**config.mk**
```make
export PLATFORM = sky130hd
export DESIGN_NAME = rx_frame_ctrl
export DESIGN_NICKNAME = d
export VERILOG_FILES = /design/src/rtl/rx_frame_ctrl.sv
export SDC_FILE = /design/constraint.sdc
export NUM_CORES = 1
export LEC_CHECK = 0
export CAP_MARGIN = 10
export CORE_MARGIN = 2
export CORE_UTILIZATION = 35
export DETAILED_ROUTE_END_ITERATION = 16
export HOLD_SLACK_MARGIN = 0.03
export MAX_ROUTING_LAYER = met4
export SLEW_MARGIN = 20
export SYNTH_ARGS = -nofsm -noshare
export SYNTH_HDL_FRONTEND = slang
export SYNTH_SLANG_ARGS = --single-unit
```
**constraint.sdc**
```tcl
create_clock -name clk -period 6.6 [get_ports clk]
set_input_delay 1.65 -clock clk [delete_from_list [all_inputs] [get_ports clk]]
set_output_delay 1.65 -clock clk [all_outputs]
set_load 0.02 [all_outputs]
```
**src/rtl/rx_frame_ctrl.sv**
```systemverilog
// Receive-path frame sequencer: closes a frame after an idle timeout, queues frame records
// for the CPU in a small show-ahead fifo, and measures the answer delay between frames.
module rx_frame_ctrl #(
  parameter int INFO_DEPTH = 4,
  parameter int CNT_W      = 16
) (
  input  logic               clk,
  input  logic               rst,
  input  logic               p_Enable_i,
  input  logic               p_FrameFunctionEnable_i,
  input  logic [15:0]        RxTimeOutSet_i,
  input  logic               BaudSig_i,
  input  logic               p_ByteWritten_i,
  input  logic               p_ParityErr_i,
  input  logic               p_FrameErr_i,
  input  logic [11:0]        millisecond_stamp_i,
  input  logic [3:0]         acqurate_stamp_i,
  input  logic               n_RxFrameInfo_Rd_i,
  output logic [CNT_W+17:0]  frame_info_o,
  output logic               p_RxFrame_Empty_o,
  output logic               p_FrameInfoOver_o,
  output logic [15:0]        AnsDelayTime_o
);

  localparam int AW = (INFO_DEPTH > 1) ? $clog2(INFO_DEPTH) : 1;

  typedef enum logic [1:0] {IDLE, RECV, CLOSE} state_t;

  typedef struct packed {
    logic             parErr;
    logic             frmErr;
    logic [CNT_W-1:0] cnt;
    logic [11:0]      ms;
    logic [3:0]       acc;
  } info_t;

  state_t state, stateNxt;
  info_t  cur;
  logic [15:0] idleCnt;
  logic [16:0] idleInc, toLimit;
  logic        en, byteEn;
  logic        startFrame, addByte, idleTick, loadAns;

  logic [15:0] ansCnt;
  logic        ansRun;

  info_t       mem [INFO_DEPTH];
  logic [AW-1:0] wPtr, rPtr;
  logic [AW:0]   level;
  logic          push, pop, full, doWrite, drop;

  assign en      = p_Enable_i & p_FrameFunctionEnable_i;
  assign byteEn  = p_ByteWritten_i & en;
  assign idleInc = {1'b0, idleCnt} + 17'd1;
  assign toLimit = (RxTimeOutSet_i == 16'd0) ? 17'd1 : {1'b0, RxTimeOutSet_i};

  always_ff @(posedge clk or posedge rst) begin
    if (rst) state <= IDLE;
    else     state <= stateNxt;
  end

  always_comb begin
    stateNxt   = state;
    startFrame = 1'b0;
    addByte    = 1'b0;
    idleTick   = 1'b0;
    loadAns    = 1'b0;
    case (state)
      IDLE: if (byteEn) begin
        startFrame = 1'b1;
        loadAns    = 1'b1;
        stateNxt   = RECV;
      end
      RECV: begin
        if (!en) stateNxt = IDLE;
        else if (p_ByteWritten_i) addByte = 1'b1;
        else if (BaudSig_i) begin
          idleTick = 1'b1;
          if (idleInc >= toLimit) stateNxt = CLOSE;
        end
      end
      CLOSE: begin
        // A byte landing in the close cycle opens the next frame immediately
        if (byteEn) begin
          startFrame = 1'b1;
          stateNxt   = RECV;
        end else begin
          stateNxt = IDLE;
        end
      end
      default: stateNxt = IDLE;
    endcase
  end

  always_ff @(posedge clk or posedge rst) begin
    if (rst) begin
      cur     <= '0;
      idleCnt <= '0;
    end else if (startFrame) begin
      cur.cnt    <= CNT_W'(1);
      cur.ms     <= millisecond_stamp_i;
      cur.acc    <= acqurate_stamp_i;
      cur.parErr <= p_ParityErr_i;
      cur.frmErr <= p_FrameErr_i;
      idleCnt    <= '0;
    end else if (addByte) begin
      if (cur.cnt != '1) cur.cnt <= cur.cnt + CNT_W'(1);
      cur.ms     <= millisecond_stamp_i;
      cur.acc    <= acqurate_stamp_i;
      cur.parErr <= cur.parErr | p_ParityErr_i;
      cur.frmErr <= cur.frmErr | p_FrameErr_i;
      idleCnt    <= '0;
    end else if (idleTick) begin
      idleCnt <= idleInc[15:0];
    end
  end

  // Answer delay only starts counting once a frame has closed
  always_ff @(posedge clk or posedge rst) begin
    if (rst) begin
      ansCnt         <= '0;
      ansRun         <= 1'b0;
      AnsDelayTime_o <= '0;
    end else if (state == CLOSE) begin
      ansCnt <= '0;
      ansRun <= 1'b1;
    end else if (state == IDLE) begin
      if (loadAns) AnsDelayTime_o <= ansCnt;
      else if (BaudSig_i && ansRun && ansCnt != 16'hFFFF) ansCnt <= ansCnt + 16'd1;
    end
  end

  assign push    = (state == CLOSE);
  assign full    = (level == (AW+1)'(INFO_DEPTH));
  assign pop     = !n_RxFrameInfo_Rd_i && !p_RxFrame_Empty_o;
  assign doWrite = push && (!full || pop);
  assign drop    = push && full && !pop;

  always_ff @(posedge clk) begin
    if (doWrite) mem[wPtr] <= cur;
  end

  always_ff @(posedge clk or posedge rst) begin
    if (rst) begin
      wPtr              <= '0;
      rPtr              <= '0;
      level             <= '0;
      p_FrameInfoOver_o <= 1'b0;
    end else begin
      if (doWrite) wPtr <= wPtr + AW'(1);
      if (pop)     rPtr <= rPtr + AW'(1);
      case ({doWrite, pop})
        2'b10:   level <= level + (AW+1)'(1);
        2'b01:   level <= level - (AW+1)'(1);
        default: level <= level;
      endcase
      if (drop)     p_FrameInfoOver_o <= 1'b1;
      else if (pop) p_FrameInfoOver_o <= 1'b0;
    end
  end

  assign p_RxFrame_Empty_o = (level == '0);
  assign frame_info_o      = p_RxFrame_Empty_o ? '0 : mem[rPtr];

endmodule

```
---- Yosys cells after proc, flatten, opt, wreduce, memory -nomap -nowiden ----
Memory sizes are Yosys's and may differ from the RTL's.
Index checks and enable logic that the tools add are counted.
operators by class
  add/sub/neg operators ................... 7
  $lt $le $gt $ge ......................... 1
  eq/ne operators ......................... 12
  muxes and demuxes ....................... 34
  bitwise operators ....................... 5
  reduce and logical (&&, ||, !) cells .... 26
operator list
  cell                                                                    number
  16-bit 2-to-1 mux                                                       9
  34-bit 2-to-1 mux                                                       3
  16-bit by 1-bit adder with 16-bit output (second input constant)        2
  16-bit != test (second input constant)                                  2
  16-bit by 1-bit adder with 17-bit output (second input constant)        1
  17-bit by 16-bit greater-or-equal comparator with 1-bit output          1
  16-bit logical NOT                                                      1
  1-bit 2-to-1 mux                                                        15
  2-bit nonzero test                                                      6
  2-bit 2-to-1 mux                                                        5
  3-bit != test (second input constant)                                   3
  1-bit logical AND                                                       6
  2-bit one-hot mux with 3 select lines                                   1
  3-bit one-hot mux with 2 select lines                                   1
  3-bit AND reduction                                                     2
  2-bit by 1-bit adder with 2-bit output (second input constant)          2
  2-bit by 1-bit equality test with 1-bit output (second input constant)  2
  2-bit equality test (second input constant)                             2
  1-bit logical NOT                                                       4
  4-bit AND reduction                                                     1
  3-bit by 1-bit adder with 3-bit output (second input constant)          1
  3-bit equality test (second input constant)                             1
  3-bit logical NOT                                                       1
  3-bit nonzero test                                                      1
  10 further kinds                                                        12
storage, ports and cells
  register bits after elaboration ......... 93
  bits in writable memories ............... 136
  bits of input ports ..................... 41
  output and inout bits ................... 52
  word-level logic and storage cells ...... 100
  memories ................................ 1
memory list
  name  depth  width  read ports  clocked after memory_dff  write ports  line  text
  mem   4      34     1           0                         1            47    info_t mem [INFO_DEPTH];

---- Depth between registers and ports, before layout ----
Gate-level depths: netlist (run 1).
  depth after elaboration ................. 8
  depth in mapped cells ................... 11
  mapped depth without buffers ............ 11

---- Worst setup path after synthesis (run 1) ----
No wires, ideal clock.
  path type ............................... input to register
  from .................................... input port n_RxFrameInfo_Rd_i
  to ...................................... memory mem[0][0] in the netlist's numbering (enable)
  library setup time ...................... 0.394 ns
  data arrival time ....................... 2.954 ns
  data required time ...................... 6.206 ns
  path slack .............................. 3.252 ns
  cell stages on the path ................. 2
  path buffers ............................ 0
  cell sequence ........................... a31oi_1 > and2_1
on the way
  cells in the longest elaborated chain, start to end .. 6
ends and longest elaborated chain
  what                                    line  text
  start: declaration                      18    input logic n_RxFrameInfo_Rd_i,
  1-bit logical NOT                       135   assign pop = !n_RxFrameInfo_Rd_i && !p_RxFrame_Empty_o;
  1-bit logical AND                       135
  1-bit logical OR                        136   assign doWrite = push && (!full || pop);
  1-bit logical AND                       136
  1-bit 2-to-1 mux                        140   if (doWrite) mem[wPtr] <= cur;
  1-bit 2-to-1 mux (not written as such)  140
  end: declaration                        47
No other way between the ends.

---- Worst setup path after layout (run 1) ----
  from .................................... register rPtr[0]
  to ...................................... output port frame_info_o[24]
on the way
  cells in the longest elaborated chain, start to end .. 2
ends and longest elaborated chain
  what                      line  text
  start: declaration        48    logic [AW-1:0] wPtr, rPtr;
  start signal: assignment  151   if (pop) rPtr <= rPtr + AW'(1);
  memory 4 x 34 bit         -
  34-bit 2-to-1 mux         163   assign frame_info_o = p_RxFrame_Empty_o ? '0 : mem[rPtr];
  end: declaration          19    output logic [CNT_W+17:0] frame_info_o,
No other way between the ends.

==> results of run 1 <==
routing by layer:
metal  part of all wire [%]  vias to the layer above  track usage (%)
met1                     46                     2977            19.38
met5                      0                        -                -
met2                     47                      125            23.21
li1                       -                     2904                -
met4                    1.9                        0            3.291
met3                    4.4                       30            2.325
metrics by stage:
| step | cell area [sq um] | setup slack [ns] | hold WS [ns] | std cells | power (uW) |
|---|---|---|---|---|---|
| 4_1_cts | 12250 | 1.747 | 0.4913 | 1237 | 4251 |
| 6_report | 12260 | 1.859 | 0.4851 | 1237 | 4175 |
| 3_3_place_gp | 11450 | 2.301 | 0.4708 | 1193 | 2872 |
| 5_1_grt | 12260 | 1.624 | 0.5011 | 1237 | 4384 |
| 2_1_floorplan | 10090 | 2.530 | 0.4266 | 735 | 2418 |
| 3_5_place_dp | 11450 | 2.315 | 0.4710 | 1193 | 2879 |
state kept, by name (all words and copies together) (netlist names):
name and flops:
state 2, p_FrameInfoOver_o 1, level 3, cur 34, ansCnt 16, ansRun 1, mem 136, wPtr 2
rPtr 2, idleCnt 16, AnsDelayTime_o 16
worst max-delay path by stage:
stage | from | end | slack (ns)
final | rPtr[0] | frame_info_o[24] | 1.86
after CTS | rPtr[0] | frame_info_o[17] | 1.75
after global routing | rPtr[0] | frame_info_o[25] | 1.62
after detailed placement | rPtr[0] | frame_info_o[17] | 2.31
after floorplan | rst | AnsDelayTime_o[0] | 2.53
after global placement | rPtr[0] | frame_info_o[22] | 2.30
cells in the mapped netlist (2+ instances only):
| library cell | instances | area (sq um) |
|---|---|---|
| mux4_2 | 34 | 765.7 |
| a21o_1 | 2 | 15.01 |
| a31oi_1 | 5 | 31.28 |
| nor3_1 | 17 | 85.08 |
| xor2_1 | 10 | 87.58 |
| mux2i_1 | 3 | 30.03 |
| nor4_1 | 7 | 43.79 |
| and2_4 | 2 | 17.52 |
| o22ai_1 | 3 | 18.77 |
| a2111oi_0 | 2 | 17.52 |
| o31ai_1 | 3 | 22.52 |
| nand2_1 | 83 | 311.6 |
| dfrtp_1 | 93 | 2327 |
| and3_1 | 7 | 43.79 |
| ha_1 | 24 | 300.3 |
| buf_2 | 7 | 35.03 |
| o21ai_0 | 23 | 115.1 |
| nor2_1 | 36 | 135.1 |
| buf_6 | 2 | 22.52 |
| nand3_1 | 20 | 100.1 |
| mux2_2 | 18 | 202.7 |
| o41ai_1 | 2 | 17.52 |
| or4_1 | 3 | 22.52 |
| a21oi_1 | 17 | 85.08 |
| or2_2 | 3 | 18.77 |
| xnor2_1 | 25 | 219.0 |
| buf_1 | 3 | 11.26 |
| inv_1 | 32 | 120.1 |
| or3_1 | 6 | 37.54 |
| nor2b_1 | 37 | 231.5 |
| and2_1 | 6 | 37.54 |
| clkbuf_1 | 15 | 56.30 |
| a22o_1 | 9 | 78.83 |
| and4_1 | 2 | 17.52 |
| edfxtp_1 | 136 | 4084 |
| nand4_1 | 12 | 75.07 |
| nand2b_1 | 3 | 18.77 |
report_power, final:
group | total, uW | internal (uW) | switching (uW)
clock network | 1350 | 774 | 579
logic | 1080 | 570 | 512
registers | 1740 | 1610 | 125
total | 4180 | 2960 | 1220
cells in the final DEF, fill, tap and decap left out, drive strengths merged, types with 12 or more instances in the layout:
master	count
nand2	84
clkbuf	26
clkdlybuf4s50	92
dfrtp	93
nor2b	37
xnor2	25
mux2	18
o21ai	23
a21oi	17
edfxtp	136
nand4	12
nand3	21
mux4	34
nor2	37
nor3	18
ha	24
inv	32
logic make-up after synthesis:
| logic type | synth area share, % |
|---|---|
| xor+xnor | 3.037 |
| compound gates | 4.748 |
| fa+ha+maj | 3.173 |
| flops | 63.52 |
| mux | 9.892 |
| simple gates | 13.13 |
| buf+inv | 2.504 |
area by class of cell:
cell class | count | area (sq um)
clock inverter | 18 | 176.4
sequential | 229 | 6412
clock buffer | 26 | 628.1
tap | 384 | 480.5
inverter | 32 | 122.6
timing repair buffer | 102 | 996.0
fill | 2697 | 16290
multi-input combinational | 446 | 3443
==> impl_metrics.toml, run 1 <==
[clocking]
cts_buffer_depth = 3
cts_tree = "built"
hold_buffers = 0
ctsRootBufferMaster = "clkbuf_16"
cts_setup_buffers = 0
clkSlewWorstSetupHoldPaths_ns = 0.06
h-tree-depth = 1
cts.sinks = 229
cts_buffers = 24
insertion_delay_ns = 0.53
cts_resized = 0

[critical_path]
crit_family = "buffers and inverters"
crit_type = "flip-flop to output port"
cp_data_arrival_time_ns = 3.09
required_ns = 4.95
rr_worst_depth = 11
cp.depth = 4
crit_path_cell_trace = "buf_4 -> mux4_2 -> nor2b_1 -> clkdlybuf4s50_1"
slowest_delay_ns = 0.84
r2r_end = "state[1]"
cp_num_buf_inv = 2
ff2ff_setup_slack_ns = 3.36
critPathMaxFanout = 21
end_kind = "output port"
cpMaxStageDelayCell = "dfrtp_2"
cp-start-kind = "flip-flop"
reg2reg_from = "idleCnt[0]"

[sta]
tns_ns = 0
min_period_over_period_pct = 71.83
finalSetupViolCount = 0
rsz0062_at_grt = "no"
clock_skew_ns = 0.02188
max_clock_freq_mhz = 210.9
worst_pin_slew_ns = 0.8898
final-max-slew-violation-count = 0
fin_crit_ns = 4.741
finalHoldViolCount = 0
slew_headroom_pct = 40.68

[route]
drt-pass1-iter-count = 4
drcViolationCount = 0
vias = 6036
viasPerCell = 4.880
wl_per_cell_um = 16.83
wl_mm = 20.82
ant_nets = 0
drt_first_iter_violations = 405

[synth]
ys_seq_area_share_pct = 63.52
synth_edf_count = 136
ys_warn_count = 0
avgSynthCellArea_sq_um = 13.73
synth_nets = 801
synthArstFlopShare_pct = 40.61
ys.flop_type = "edfxtp_1"
synth_cells = 735
netlist-cell-type-count = 60
synth.cell_area_sq_mm = 0.01009
ys_ff_latch = 229

[floorplan]
core_area_sq_mm = 0.02855
dieArea_sq_mm = 0.03021
ios = 93
dieHeight_um = 173.8
die_x_um = 173.8
fp-row-count = 62
start_util_pct = 35.36

[place]
portBuffers = 92
place_hpwl_mm = 13.11
place_congestion = 0.7428

[grt]
track_usage_pct = 14.43
antenna_found_initial = 0
grt_pass1_wl_mm = 33.83
grt_overflow = 0
grt_pass1_vias = 6269
grt_max_degree = 70

[min_path]
min_from = "ansRun"
hp-class = "flip-flop to flip-flop"
holdPathEnd = "ansRun"
min_path_cells = 1

[power]
leakagePower_uw = 0.004689
pwr_density_cell_mw_per_mm2 = 340.6
ir_drop_mv = 0.1845

[run_status]
status = "finished, final reports clean"

[layout]
fin_util_pct = 42.94
final_nets = 901
antenna_cells = 0
drive_above_1_share_pct = 14.42
syn_to_final_growth_pct = 21.46

[run]
drv_cap = 0
Power figures use the tool's default switching activity.
==> run 2: changes to the inputs <==
==> constraint.sdc (replaced) <==
create_clock -name clk -period 4.2 [get_ports clk]
set_input_delay 1.05 -clock clk [delete_from_list [all_inputs] [get_ports clk]]
set_output_delay 1.05 -clock clk [all_outputs]
set_load 0.02 [all_outputs]
==> impl_metrics.toml, run 2 (synthesis results as in run 1) <==
[floorplan]
die_x_um = 173.8
dieArea_sq_mm = 0.03021
core_area_sq_mm = 0.02855
ios = 93
fp-row-count = 62
dieHeight_um = 173.8
start_util_pct = 35.36

[clocking]
cts_resized = 0
hold_buffers = 0
cts_setup_buffers = 0
cts.sinks = 229
ctsRootBufferMaster = "clkbuf_16"
h-tree-depth = 1
insertion_delay_ns = 0.51
cts_buffers = 24
cts_tree = "built"
cts_buffer_depth = 3
clkSlewWorstSetupHoldPaths_ns = 0.06

[power]
ir_drop_mv = 0.2247
pwr_density_cell_mw_per_mm2 = 527.2
p_clk_share_pct = 30.9
combPwrFrac_pct = 27.6
switchingPower_uw = 1846
p_seq_share_pct = 41.4
power_uw = 6467
switching_share_pct = 28.55
internal_power_uw = 4621
leakagePower_uw = 0.004719

[layout]
largest_reg_flops = 136
final_nets = 904
drive_above_1_share_pct = 13.43
syn_to_final_growth_pct = 21.53
top_register = "mem"
antenna_cells = 0
final_cell_mix = "edfxtp_1, dfrtp_1, clkdlybuf4s50_1"
postLayoutCellArea_sq_mm = 0.01227
final_common_cell = "edfxtp_1"
largest_registers = "mem: 136 flops, cur: 34 flops"

[critical_path]
slowest_delay_ns = 0.65
cp_data_arrival_time_ns = 2.61
cpMaxStageDelayCell = "clkdlybuf4s50_1"
cp-start-kind = "flip-flop"
end_kind = "output port"
crit_path_cell_trace = "buf_4 -> mux4_2 -> nor2b_1 -> clkdlybuf4s50_1"
critPathMaxFanout = 30
crit_family = "buffers and inverters"
cp_num_buf_inv = 2
required_ns = 3.15
crit_type = "flip-flop to output port"

[sta]
min_period_over_period_pct = 87.15
setup_ws_ns = 0.5399
worst_pin_slew_ns = 0.7475
clock_skew_ns = 0.01541
max_clock_freq_mhz = 273.2
finalSetupViolCount = 0
final-max-slew-violation-count = 0
slew_headroom_pct = 49.71
fin_crit_ns = 3.660
finalHoldViolCount = 0
rsz0062_at_grt = "no"
tns_ns = 0

[place]
place_congestion = 0.7750
place_hpwl_mm = 12.89
portBuffers = 92
placed_area_sq_mm = 0.01152
pre_cts_slack_ns = 0.7747

[route]
drt_first_iter_violations = 403
drcViolationCount = 0
ant_nets = 0
vias = 6068
wl_mm = 20.28
wl_per_cell_um = 16.35
viasPerCell = 4.894
drt-pass1-iter-count = 5

[grt]
grt_pass1_wl_mm = 33.33
grt_max_degree = 49
track_usage_pct = 14.09
grt_overflow = 0
grt_pass1_vias = 6237
antenna_found_initial = 0

[run]
drv_cap = 0

[run_status]
status = "finished, final reports clean"

[min_path]
hp-class = "flip-flop to flip-flop"
-- run 2: cell count changes in the layout (fill, tap and decap cells not counted), sizes merged --
cell,before,now
clkbuf,26,28
buf,10,13
clkinv,7,14
clkinvlp,9,0
-- run 2: final cells by class --
class                      instances  area [sq um]
clock buffer                      28         615.6
tap                              384         480.5
clock inverter                    16         132.6
timing repair buffer             105          1069
inverter                          32         122.6
sequential                       229          6412
fill                            2695         16280
multi-input combinational        446          3435
-- run 2: stage by stage --
step	hold WS, ns	utilization [%]	cells
3_3_place_gp	0.4707	40.35	1196
6_report	0.4946	42.97	1240
3_5_place_dp	0.4647	40.35	1196
4_1_cts	0.4832	42.97	1240
5_1_grt	0.4879	42.97	1240
2_1_floorplan	0.4266	-	735
-- run 2: power groups by stage --
stage               Sequential [uW]  Clock, uW  Combinational (uW)
finish                         2680       2000                1790
global route                   2700       2150                1950
CTS                            2680       2060                1840
detailed placement             2720          0                1830
global placement               2720          0                1820
floorplan                      2680          0                1120
-- run 2: final timing paths --
path,start,end,slack (ns),depth (start not counted)
worst min-delay path,ansRun,ansRun,0.49,1
min in group asynchronous,rst,idleCnt[2],0.99,2
max in group asynchronous,rst,AnsDelayTime_o[4],2.51,3
worst min register to register,ansRun,ansRun,0.49,1
worst max register to register,idleCnt[0],state[1],1.06,11
worst max-delay path,rPtr[1],frame_info_o[30],0.54,4
-- run 2: worst reg2reg max path: stages (launching register included) --
cell and delay (ns):
dfrtp_1 0.44, ha_1 0.26, nand3_1 0.23, or4_4 0.50, nor2_1 0.14, xor2_1 0.22
ha_1 0.28, a21o_1 0.16, a211o_1 0.28, a31oi_1 0.14, o2111ai_1 0.18, and2_1 0.20
-- run 2: routing by layer --
metal	GRT usage (%)	part of all wire (%)	up-vias
met5	-	0	-
met4	2.521	1.5	0
met2	23.07	48	144
met1	18.82	47	2985
met3	2.281	4.2	27
li1	-	-	2912
